File: src/rtl/alu_share_arbiter.sv
// Round-robin arbiter sharing one external combinational ALU among NREQ requesters.
// Optional illegal-opcode flagging on rsp_err is enabled by defining ALU_SHARE_OPCHK_EN.
module alu_share_arbiter #(
    parameter int NREQ = 2,
    parameter int IDW  = 2
) (
    input  logic                 clk,
    input  logic                 rst_n,
    input  logic [NREQ-1:0]      req_valid,
    output logic [NREQ-1:0]      req_ready,
    input  logic [NREQ*32-1:0]   req_a,
    input  logic [NREQ*32-1:0]   req_b,
    input  logic [NREQ*4-1:0]    req_op,
    output logic [31:0]          alu_a,
    output logic [31:0]          alu_b,
    output logic [3:0]           alu_ctrl,
    input  logic [31:0]          alu_res,
    output logic                 rsp_valid,
    input  logic                 rsp_ready,
    output logic [IDW-1:0]       rsp_id,
    output logic [31:0]          rsp_data,
    output logic                 rsp_err
);

    logic           can_accept;
    logic           gv;
    logic           op_bad;
    logic [IDW-1:0] g;
    logic [IDW-1:0] ptr;
    logic [IDW-1:0] ptr_nxt;
    logic [31:0]    sel_a;
    logic [31:0]    sel_b;
    logic [3:0]     sel_op;

    assign can_accept = !rsp_valid || rsp_ready;

    // Rotating priority: lowest valid index at or above ptr, else lowest below it.
    always_comb begin
        gv     = 1'b0;
        g      = '0;
        sel_a  = '0;
        sel_b  = '0;
        sel_op = '0;
        for (int i = NREQ - 1; i >= 0; i--) begin
            if (req_valid[i] && (IDW'(i) < ptr)) begin
                gv     = 1'b1;
                g      = IDW'(i);
                sel_a  = req_a[i*32 +: 32];
                sel_b  = req_b[i*32 +: 32];
                sel_op = req_op[i*4 +: 4];
            end
        end
        for (int i = NREQ - 1; i >= 0; i--) begin
            if (req_valid[i] && (IDW'(i) >= ptr)) begin
                gv     = 1'b1;
                g      = IDW'(i);
                sel_a  = req_a[i*32 +: 32];
                sel_b  = req_b[i*32 +: 32];
                sel_op = req_op[i*4 +: 4];
            end
        end
    end

    // Only the winner sees ready, and only when the slot can take a result.
    always_comb begin
        req_ready = '0;
        for (int i = 0; i < NREQ; i++) begin
            req_ready[i] = can_accept && gv && (g == IDW'(i));
        end
    end

    // Pointer moves just past the winner, wrapping at NREQ.
    always_comb begin
        if (int'(g) == NREQ - 1) begin
            ptr_nxt = '0;
        end else begin
            ptr_nxt = g + IDW'(1);
        end
    end

    assign alu_a    = sel_a;
    assign alu_b    = sel_b;
    assign alu_ctrl = sel_op;

`ifdef ALU_SHARE_OPCHK_EN
    assign op_bad = (sel_op == 4'b0110) || (sel_op >= 4'b1010);
`else
    assign op_bad = 1'b0;
`endif

    // Response slot: load on accept, empty on drain, hold on stall.
    always_ff @(posedge clk or negedge rst_n) begin
        if (!rst_n) begin
            rsp_valid <= 1'b0;
            rsp_data  <= '0;
            rsp_id    <= '0;
            rsp_err   <= 1'b0;
            ptr       <= '0;
        end else if (gv && can_accept) begin
            rsp_valid <= 1'b1;
            rsp_data  <= alu_res;
            rsp_id    <= g;
            rsp_err   <= op_bad;
            ptr       <= ptr_nxt;
        end else if (rsp_valid && rsp_ready) begin
            rsp_valid <= 1'b0;
        end
    end

endmodule

File: config.mk
export PLATFORM = sky130hd
export DESIGN_NAME = alu_share_arbiter
export DESIGN_NICKNAME = d
export VERILOG_FILES = /design/src/rtl/alu_share_arbiter.sv
export SDC_FILE = /design/constraint.sdc
export NUM_CORES = 1
export LEC_CHECK = 0
export ABC_CLOCK_PERIOD_IN_PS = 2200
export BUFFER_PORTS_ARGS = -buffer_cell sky130_fd_sc_hd__buf_2
export CAP_MARGIN = 20
export CORE_AREA = 4 4 107 109
export DETAILED_ROUTE_END_ITERATION = 16
export DIE_AREA = 0 0 111 113
export PLACE_DENSITY_LB_ADDON = 0.15
export SYNTH_ARGS = -nofsm -noshare
export SYNTH_HDL_FRONTEND = slang
export SYNTH_SLANG_ARGS = --single-unit
export TNS_END_PERCENT = 20
File: constraint.sdc
create_clock -name clk -period 2.2 [get_ports clk]
set_clock_uncertainty 0.05 [all_clocks]
set_input_delay 0.44 -clock clk [delete_from_list [all_inputs] [get_ports clk]]
set_output_delay 0.44 -clock clk [all_outputs]
set_load 0.05 [all_outputs]
# Word-level counts from Yosys, hierarchy flattened
# Index checks and enable logic that the tools add are counted.
# W data, S select, Z words.
# op_classes
n_reduce_logical,12
eq_ne,2
add_sub_neg,1
muxes,23
order_cmp,4
# op_table
cell,n
$mux W32,8
$mux W4,4
$logic_and A1 B1 Y1,8
$mux W2,4
$mux W1,7
$ge A1 B2 Y1 const A,2
$lt A1 B2 Y1 const A,2
$add A2 B1 Y2 const B,1
$eq A2 B1 Y1 const B,1
$eq A2 B2 Y1 const B,1
$logic_not A2 Y1,1
$reduce_bool A2 Y1,1
$logic_not A1 Y1,1
$logic_or A1 B1 Y1,1
# totals
register_bits,37
elab_cells,46
output_inout_bits,106
in_bits,173

# Depth between registers and ports, before layout
# Gate-level depths: netlist of run 1.
# depth
ltp_word,8
depth_mapped,5
mapped_depth_nobuf,3

# Worst setup path before layout of run 1
# Ideal clock, no wire load.
# synth_timing
path_kind,input port to output port
startpoint,input req_valid[0]
endpoint,output alu_a[21]
arrival_ns,1.405
path_stages,4
n_path_buf,2
t_required_ns,1.710
slack_ns,0.305
path_cell_list,a21boi_2 > buf_4 > buf_4 > a22o_1
# synth_between
elab_chain_cells,4
word_cells_on_any_way,5
cone_classes,mux: 3; reduce/logical: 2
# synth_lines
element,line_no,source
from (decl),9,"input logic [NREQ-1:0] req_valid,"
$logic_and A1 B1 Y1,45,if (req_valid[i] && (IDW'(i) < ptr)) begin
$mux W32,45,
$mux W32,54,if (req_valid[i] && (IDW'(i) >= ptr)) begin
$mux W32 (*),54,
to (decl),14,"output logic [31:0] alu_a,"
# Every way passes the cells marked *; elsewhere a longest branch is shown, timed or not.

# Final worst setup path of run 1
# layout_timing
startpoint,register ptr[0]
endpoint,output alu_a[9]
# layout_between
elab_chain_cells,6
word_cells_on_any_way,12
cone_classes,order compare: 4; mux: 4; reduce/logical: 4
# layout_lines
element,line_no,source
from (decl),29,logic [IDW-1:0] ptr;
from (signal assigned),104,ptr <= ptr_nxt;
$lt A1 B2 Y1,45,
$logic_and A1 B1 Y1,45,
$mux W32 (2 in a row),45,
$mux W32,54,
$mux W32 (*),54,
# Marks and branches as above.

==> flow_metrics.env, run 1 <==
export IMPL_outcome="completed"
export IMPL_worstMarginPinSlew_ns=0.7700
export IMPL_ys_flop_type="dfrtp_1"
export IMPL_gpl_final_weighted_congestion=0.9449
export IMPL_synth_seq_cells=35
export IMPL_cp_arrival_ns=1.62
export IMPL_placementRows=38
export IMPL_cp_slowest_cell="dfrtp_2"
export IMPL_die_w_um=111
export IMPL_required_ns=1.71
export IMPL_start_util=0.1933
export IMPL_drt_iter0_markers=175
export IMPL_syn_inst=168
export IMPL_grt_pass1_wl_um=13900
export IMPL_fill_cells=1098
export IMPL_chipHeight_um=113
export IMPL_ys_top_cells_by_area="dfrtp_1 43%, a22o_1 29%, mux2_1 18%, buf_2 2.4%, buf_6 2.2%"
export IMPL_dpl_cell_area_sq_um=3582
export IMPL_synth_top_area_frac=0.4274
export IMPL_power_density_nw_per_um2=821.2
export IMPL_path_buf_inv=4
export IMPL_pin_count=279
export IMPL_yosys_area_top_type="dfrtp_1"
export IMPL_timing_final_crit_share=0.9601
export IMPL_p_leak_nw=2.143
export IMPL_cts_made_buffers=5
export IMPL_path_clk_slew_ns=0.07
export IMPL_htreeDepth=2
export IMPL_routed_wl_um=9822
export IMPL_period_needed_ns=2.112
export IMPL_peakVddDrop_v=0.0004519
export IMPL_crit_family="buffers and inverters"
export IMPL_clk_path_buf_depth=2
export IMPL_cts_tree="yes"
export IMPL_yosysSeqAreaShare=0.4274
export IMPL_drcViolationCount=0
export IMPL_synthDistinctLibCells=16
export IMPL_synth_most_common_cell="a22o_1"
export IMPL_slew_headroom=0.4867
export IMPL_grt_use_total=0.1368
export IMPL_grt_ovfl_total=0
export IMPL_ys_top_cells_by_count="68 x a22o_1, 35 x dfrtp_1, 32 x mux2_1, 10 x buf_2, 5 x buf_4"
export IMPL_nets=616
export IMPL_avgViaCountPerCell=4.471
export IMPL_path_class="flip-flop to output pin"
export IMPL_synth_cell_area_sq_um=2049
export IMPL_max_freq_ghz=0.4734
export IMPL_syn_avg_cell_area_sq_um=12.20
export IMPL_ff2ff_setup_slack_ns=0.64
export IMPL_yosysWarnings=0
export IMPL_grt_pass1_vias=2610
export IMPL_crit_path_start_kind="flip-flop"
export IMPL_postRouteAntennaNets=0
export IMPL_design_core_area_sq_um=10600
export IMPL_drive_above_1_share=0.6712
export IMPL_avgRoutedWirePerCell_um=16.76
export IMPL_max_cap_viol_count=0
export IMPL_final_area_sq_um=3905
export IMPL_area_growth_pct=90.54
export IMPL_dr_pass1_iters=4
export IMPL_cp_end_kind="output pin"
export IMPL_hold_viol_final=0
export IMPL_finalSetupViolCount=0
export IMPL_setup_ws_ns=0.08771
export IMPL_cp_max_fo=27
export IMPL_place_port_buffers=276
export IMPL_max_stage_delay_ns=0.40
export IMPL_cts_sink_count=35
export IMPL_drv_slew=0
export IMPL_finish_utilization=0.3683
export IMPL_dp_cells=571
export IMPL_synth_edf_count=0
export IMPL_antenna_found_initial=2
export IMPL_hpwl_um=7980
export IMPL_grt_max_degree=55
export IMPL_die_area_sq_um=12540
export IMPL_finalNonFillerCells=586
export IMPL_hp_class="input pin to asynchronous set/reset pin"
export IMPL_clkLatencyLatePin_ns=0.28
export IMPL_vias=2620
export IMPL_worstPathCellList="inv_1 > a21boi_4 > buf_4 > buf_12 > a22o_1 > buf_2"
export IMPL_synthArstFlopShare=1.000
export IMPL_cts_root_buf="clkbuf_8"
export IMPL_tns_ns=0
export IMPL_dpl_worst_slack_ns=0.1044
[flip-flops by register name (all words and copies together), names as in the netlist]
name       flops
rsp_valid      1
ptr            1
rsp_id         1
rsp_data      32
[routing by layer]
layer  GRT usage  up-vias  share of wire
met3     0.04866       16          0.085
met2      0.2342      147           0.51
li1            -     1208              -
met1      0.1620     1249           0.39
met4     0.04023        0          0.016
met5           0        -              0
[logic make-up (layout without fill, tap and decap cells)]
family,Yosys count,count (layout),synth area share
flip-flops,35,35,0.4274
buffers and inverters,20,295,0.06654
AND/OR/NAND/NOR,6,6,0.01465
multiplexers,32,32,0.1758
other,1,4,0.001830
AO/OA/AOI/OAI,74,74,0.3138
[power breakdown]
| group | total (mW) | internal, mW | leakage [nW] | switching, mW |
|---|---|---|---|---|
| sequential | 0.779 | 0.735 | 0.405 | 0.0439 |
| clock | 0.682 | 0.453 | 0.0654 | 0.229 |
| combinational | 1.75 | 0.542 | 1.67 | 1.20 |
| total | 3.21 | 1.73 | 2.14 | 1.48 |
[worst reg2reg max path, cell delays in order, from the launching register on]
cell,delay [ns]
dfrtp_1,0.39
nand2b_1,0.23
o21a_2,0.21
buf_12,0.21
mux2_1,0.37
[worst paths after layout]
path | from | endpoint | depth (start not counted)
worst max-delay path | ptr[0] | alu_a[9] | 6
worst min-delay path | rst_n | rsp_data[6] | 1
worst max register to register | rsp_valid | rsp_data[21] | 4
worst min register to register | rsp_data[17] | rsp_data[17] | 1
max in group asynchronous | rst_n | ptr[0] | 1
min in group clk | alu_res[22] | rsp_data[22] | 2
[cells in the final DEF, fill, tap and decap left out, drive strengths merged, types with 29 or more instances in the layout]
cell and instances:
dfrtp 35, clkbuf 29, a22o 68, mux2 32
buf 263
[metrics by stage]
step / total power, mW / hold WS, ns
2_1_floorplan: 1.988 / 0.09441
4_1_cts: 3.192 / 0.2021
6_report: 3.207 / 0.1793
3_5_place_dp: 2.462 / 0.4193
3_3_place_gp: 2.456 / 0.4120
5_1_grt: 3.362 / 0.2333
[final cells by class]
cell class                      instances  area [sq um]  share of cell area
Timing Repair Buffer                  286          1647              0.4217
Multi-Input combinational cell        114          1065              0.2727
Sequential cell                        35         877.1              0.2246
Tap cell                              140         175.2             0.04486
Clock buffer                            6         72.57             0.01858
Clock inverter                          2         60.06             0.01538
Antenna cell                            2         5.005            0.001282
Inverter                                1         3.754           0.0009612
[timing repair]
item                                    in CTS  in global routing
hold buffers                                 0                  0
resized for setup                           24                 24
gates cloned                                 0                  2
endpoints found under the setup margin      22                 68
buffers inserted                             0                  3
pin swaps                                    0                  1
Power figures use the tool's default switching activity.
==> inputs of run 2 (changes only) <==
--- a/config.mk
+++ b/config.mk
@@ -12,6 +12,7 @@
 export DETAILED_ROUTE_END_ITERATION = 16
 export DIE_AREA = 0 0 111 113
 export PLACE_DENSITY_LB_ADDON = 0.15
+export RECOVER_POWER = 50
 export SYNTH_ARGS = -nofsm -noshare
 export SYNTH_HDL_FRONTEND = slang
 export SYNTH_SLANG_ARGS = --single-unit
==> flow_metrics.env, run 2 (synthesis results as in run 1) <==
export IMPL_outcome="completed"
export IMPL_busiest_layer="met2"
export IMPL_max_stage_delay_ns=0.44
export IMPL_largest_register_ffs=32
export IMPL_reg2regPathDepth=4
export IMPL_die_area_sq_um=12540
export IMPL_drive_above_1_share=0.5946
export IMPL_max_freq_ghz=0.4731
export IMPL_area_growth_pct=87.73
export IMPL_final_cell_mix="195 x buf_2, 67 x a22o_1, 35 x clkbuf_1"
export IMPL_setup_ws_ns=0.08623
export IMPL_antenna_found_initial=2
export IMPL_finalSetupViolCount=0
export IMPL_cp_max_fo=54
export IMPL_cp_arrival_ns=1.62
export IMPL_htreeDepth=2
export IMPL_max_cap_viol_count=0
export IMPL_gpl_final_weighted_congestion=0.9449
export IMPL_timing_final_crit_share=0.9608
export IMPL_dpl_worst_slack_ns=0.1044
export IMPL_postRouteAntennaNets=0
export IMPL_peakVddDrop_v=0.0004550
export IMPL_grt_ovfl_total=0
export IMPL_tns_ns=0
export IMPL_cp_end_kind="output pin"
export IMPL_regMostFlops="rsp_data"
export IMPL_routed_wl_um=9804
export IMPL_worstMarginPinSlew_ns=0.8614
export IMPL_die_w_um=111
export IMPL_avgViaCountPerCell=4.464
export IMPL_hpwl_um=7980
export IMPL_required_ns=1.71
export IMPL_place_port_buffers=276
export IMPL_grt_pass1_vias=2610
export IMPL_grt_use_total=0.1368
export IMPL_dr_pass1_iters=4
export IMPL_hold_buffers=0
export IMPL_period_needed_ns=2.114
export IMPL_fill_cells=1107
export IMPL_path_clk_slew_ns=0.07
export IMPL_drt_iter0_markers=172
export IMPL_hold_viol_final=0
export IMPL_drv_slew=0
export IMPL_met2_usage=0.2342
export IMPL_design_core_area_sq_um=10600
export IMPL_clkLatencyLatePin_ns=0.28
export IMPL_dpl_cell_area_sq_um=3582
export IMPL_hold_slack_ns=0.2075
export IMPL_start_util=0.1933
export IMPL_cts_sink_count=35
export IMPL_vias=2616
export IMPL_drcViolationCount=0
export IMPL_worstPathCellList="a21boi_4 > buf_12 > a22o_1 > buf_2"
export IMPL_grt_max_degree=55
export IMPL_cts_made_buffers=5
export IMPL_avgRoutedWirePerCell_um=16.73
export IMPL_chipHeight_um=113
export IMPL_final_area_sq_um=3847
export IMPL_mostFrequentLayoutCell="buf_2"
export IMPL_slew_headroom=0.4258
export IMPL_pin_count=279
export IMPL_grtUsageMet1=0.1620
export IMPL_cp_slowest_cell="dfrtp_2"
export IMPL_hp_class="input pin to asynchronous set/reset pin"
export IMPL_p_leak_nw=2.044
export IMPL_cts_root_buf="clkbuf_8"
export IMPL_clk_path_buf_depth=2
export IMPL_cts_tree="yes"
export IMPL_power_density_nw_per_um2=826.4
export IMPL_placementRows=38
export IMPL_grt_pass1_wl_um=13900
export IMPL_use_met3=0.04866
export IMPL_crit_path_start_kind="flip-flop"
export IMPL_nets=616
export IMPL_path_class="flip-flop to output pin"
[run 2: cell types whose count changed in the layout (fill, tap and decap cells not counted)]
| cell | previous run | this run |
|---|---|---|
| buf_12 | 4 | 3 |
| clkbuf_2 | 0 | 2 |
| and2_0 | 0 | 1 |
| and2_1 | 2 | 1 |
| clkbuf_1 | 1 | 35 |
| buf_2 | 230 | 195 |
[run 2: path summary, 6_finish.rpt]
| kind | slack [ns] | to | startpoint |
|---|---|---|---|
| hold reg to reg | 0.43 | rsp_data[17] | rsp_data[17] |
| setup reg to reg | 0.19 | rsp_data[21] | rsp_valid |
| min in group clk | 0.32 | rsp_data[4] | alu_res[4] |
| setup / recovery | 0.09 | alu_a[9] | ptr[0] |
| hold / removal | 0.21 | rsp_data[6] | rst_n |
| max in group asynchronous | 1.30 | ptr[0] | rst_n |
[run 2: repair_timing]
item / in CTS / in global routing
pin swaps: 0 / 1
resized for setup: 24 / 24
endpoints found under the hold margin: 0 / 0
buffers inserted: 0 / 3
endpoints found under the setup margin: 22 / 68
gates cloned: 0 / 2
[run 2: worst max-delay path: cells and delay by family, from the launching register on]
family	cells	cell delay, ns
flops	1	0.44
buf+inv	2	0.51
compound gates	2	0.37
[run 2: routing by layer]
| layer | vias up | share of wire |
|---|---|---|
| li1 | 1208 | - |
| met1 | 1250 | 0.38 |
| met2 | 146 | 0.52 |
| met3 | 12 | 0.088 |
| met4 | 0 | 0.013 |
| met5 | - | 0 |
[run 2: layout make-up]
cell class                      instances  area [sq um]  area share
Clock buffer                            6         72.57     0.01886
Clock inverter                          2         60.06     0.01561
Antenna cell                            2         5.005    0.001301
Timing Repair Buffer                  286          1589      0.4130
Tap cell                              140         175.2     0.04553
Inverter                                1         3.754   0.0009756
Sequential cell                        35         877.1      0.2280
Multi-Input combinational cell        114          1065      0.2767
[run 2: through the flow]
step / power [mW] / std cells / util
detailed placement: 2.462 / 571 / 0.3379
CTS: 3.192 / 579 / 0.3566
floorplan: 1.988 / 169 / -
finish: 3.180 / 586 / 0.3629
global placement: 2.456 / 571 / 0.3379
global route: 3.332 / 586 / 0.3629
[run 2: report_power, final]
part | switching (mW) | leakage [nW] | total (mW) | internal, mW
clock | 0.229 | 0.0654 | 0.682 | 0.453
combinational | 1.20 | 1.57 | 1.72 | 0.512
sequential | 0.0461 | 0.405 | 0.781 | 0.735
total | 1.48 | 2.04 | 3.18 | 1.70
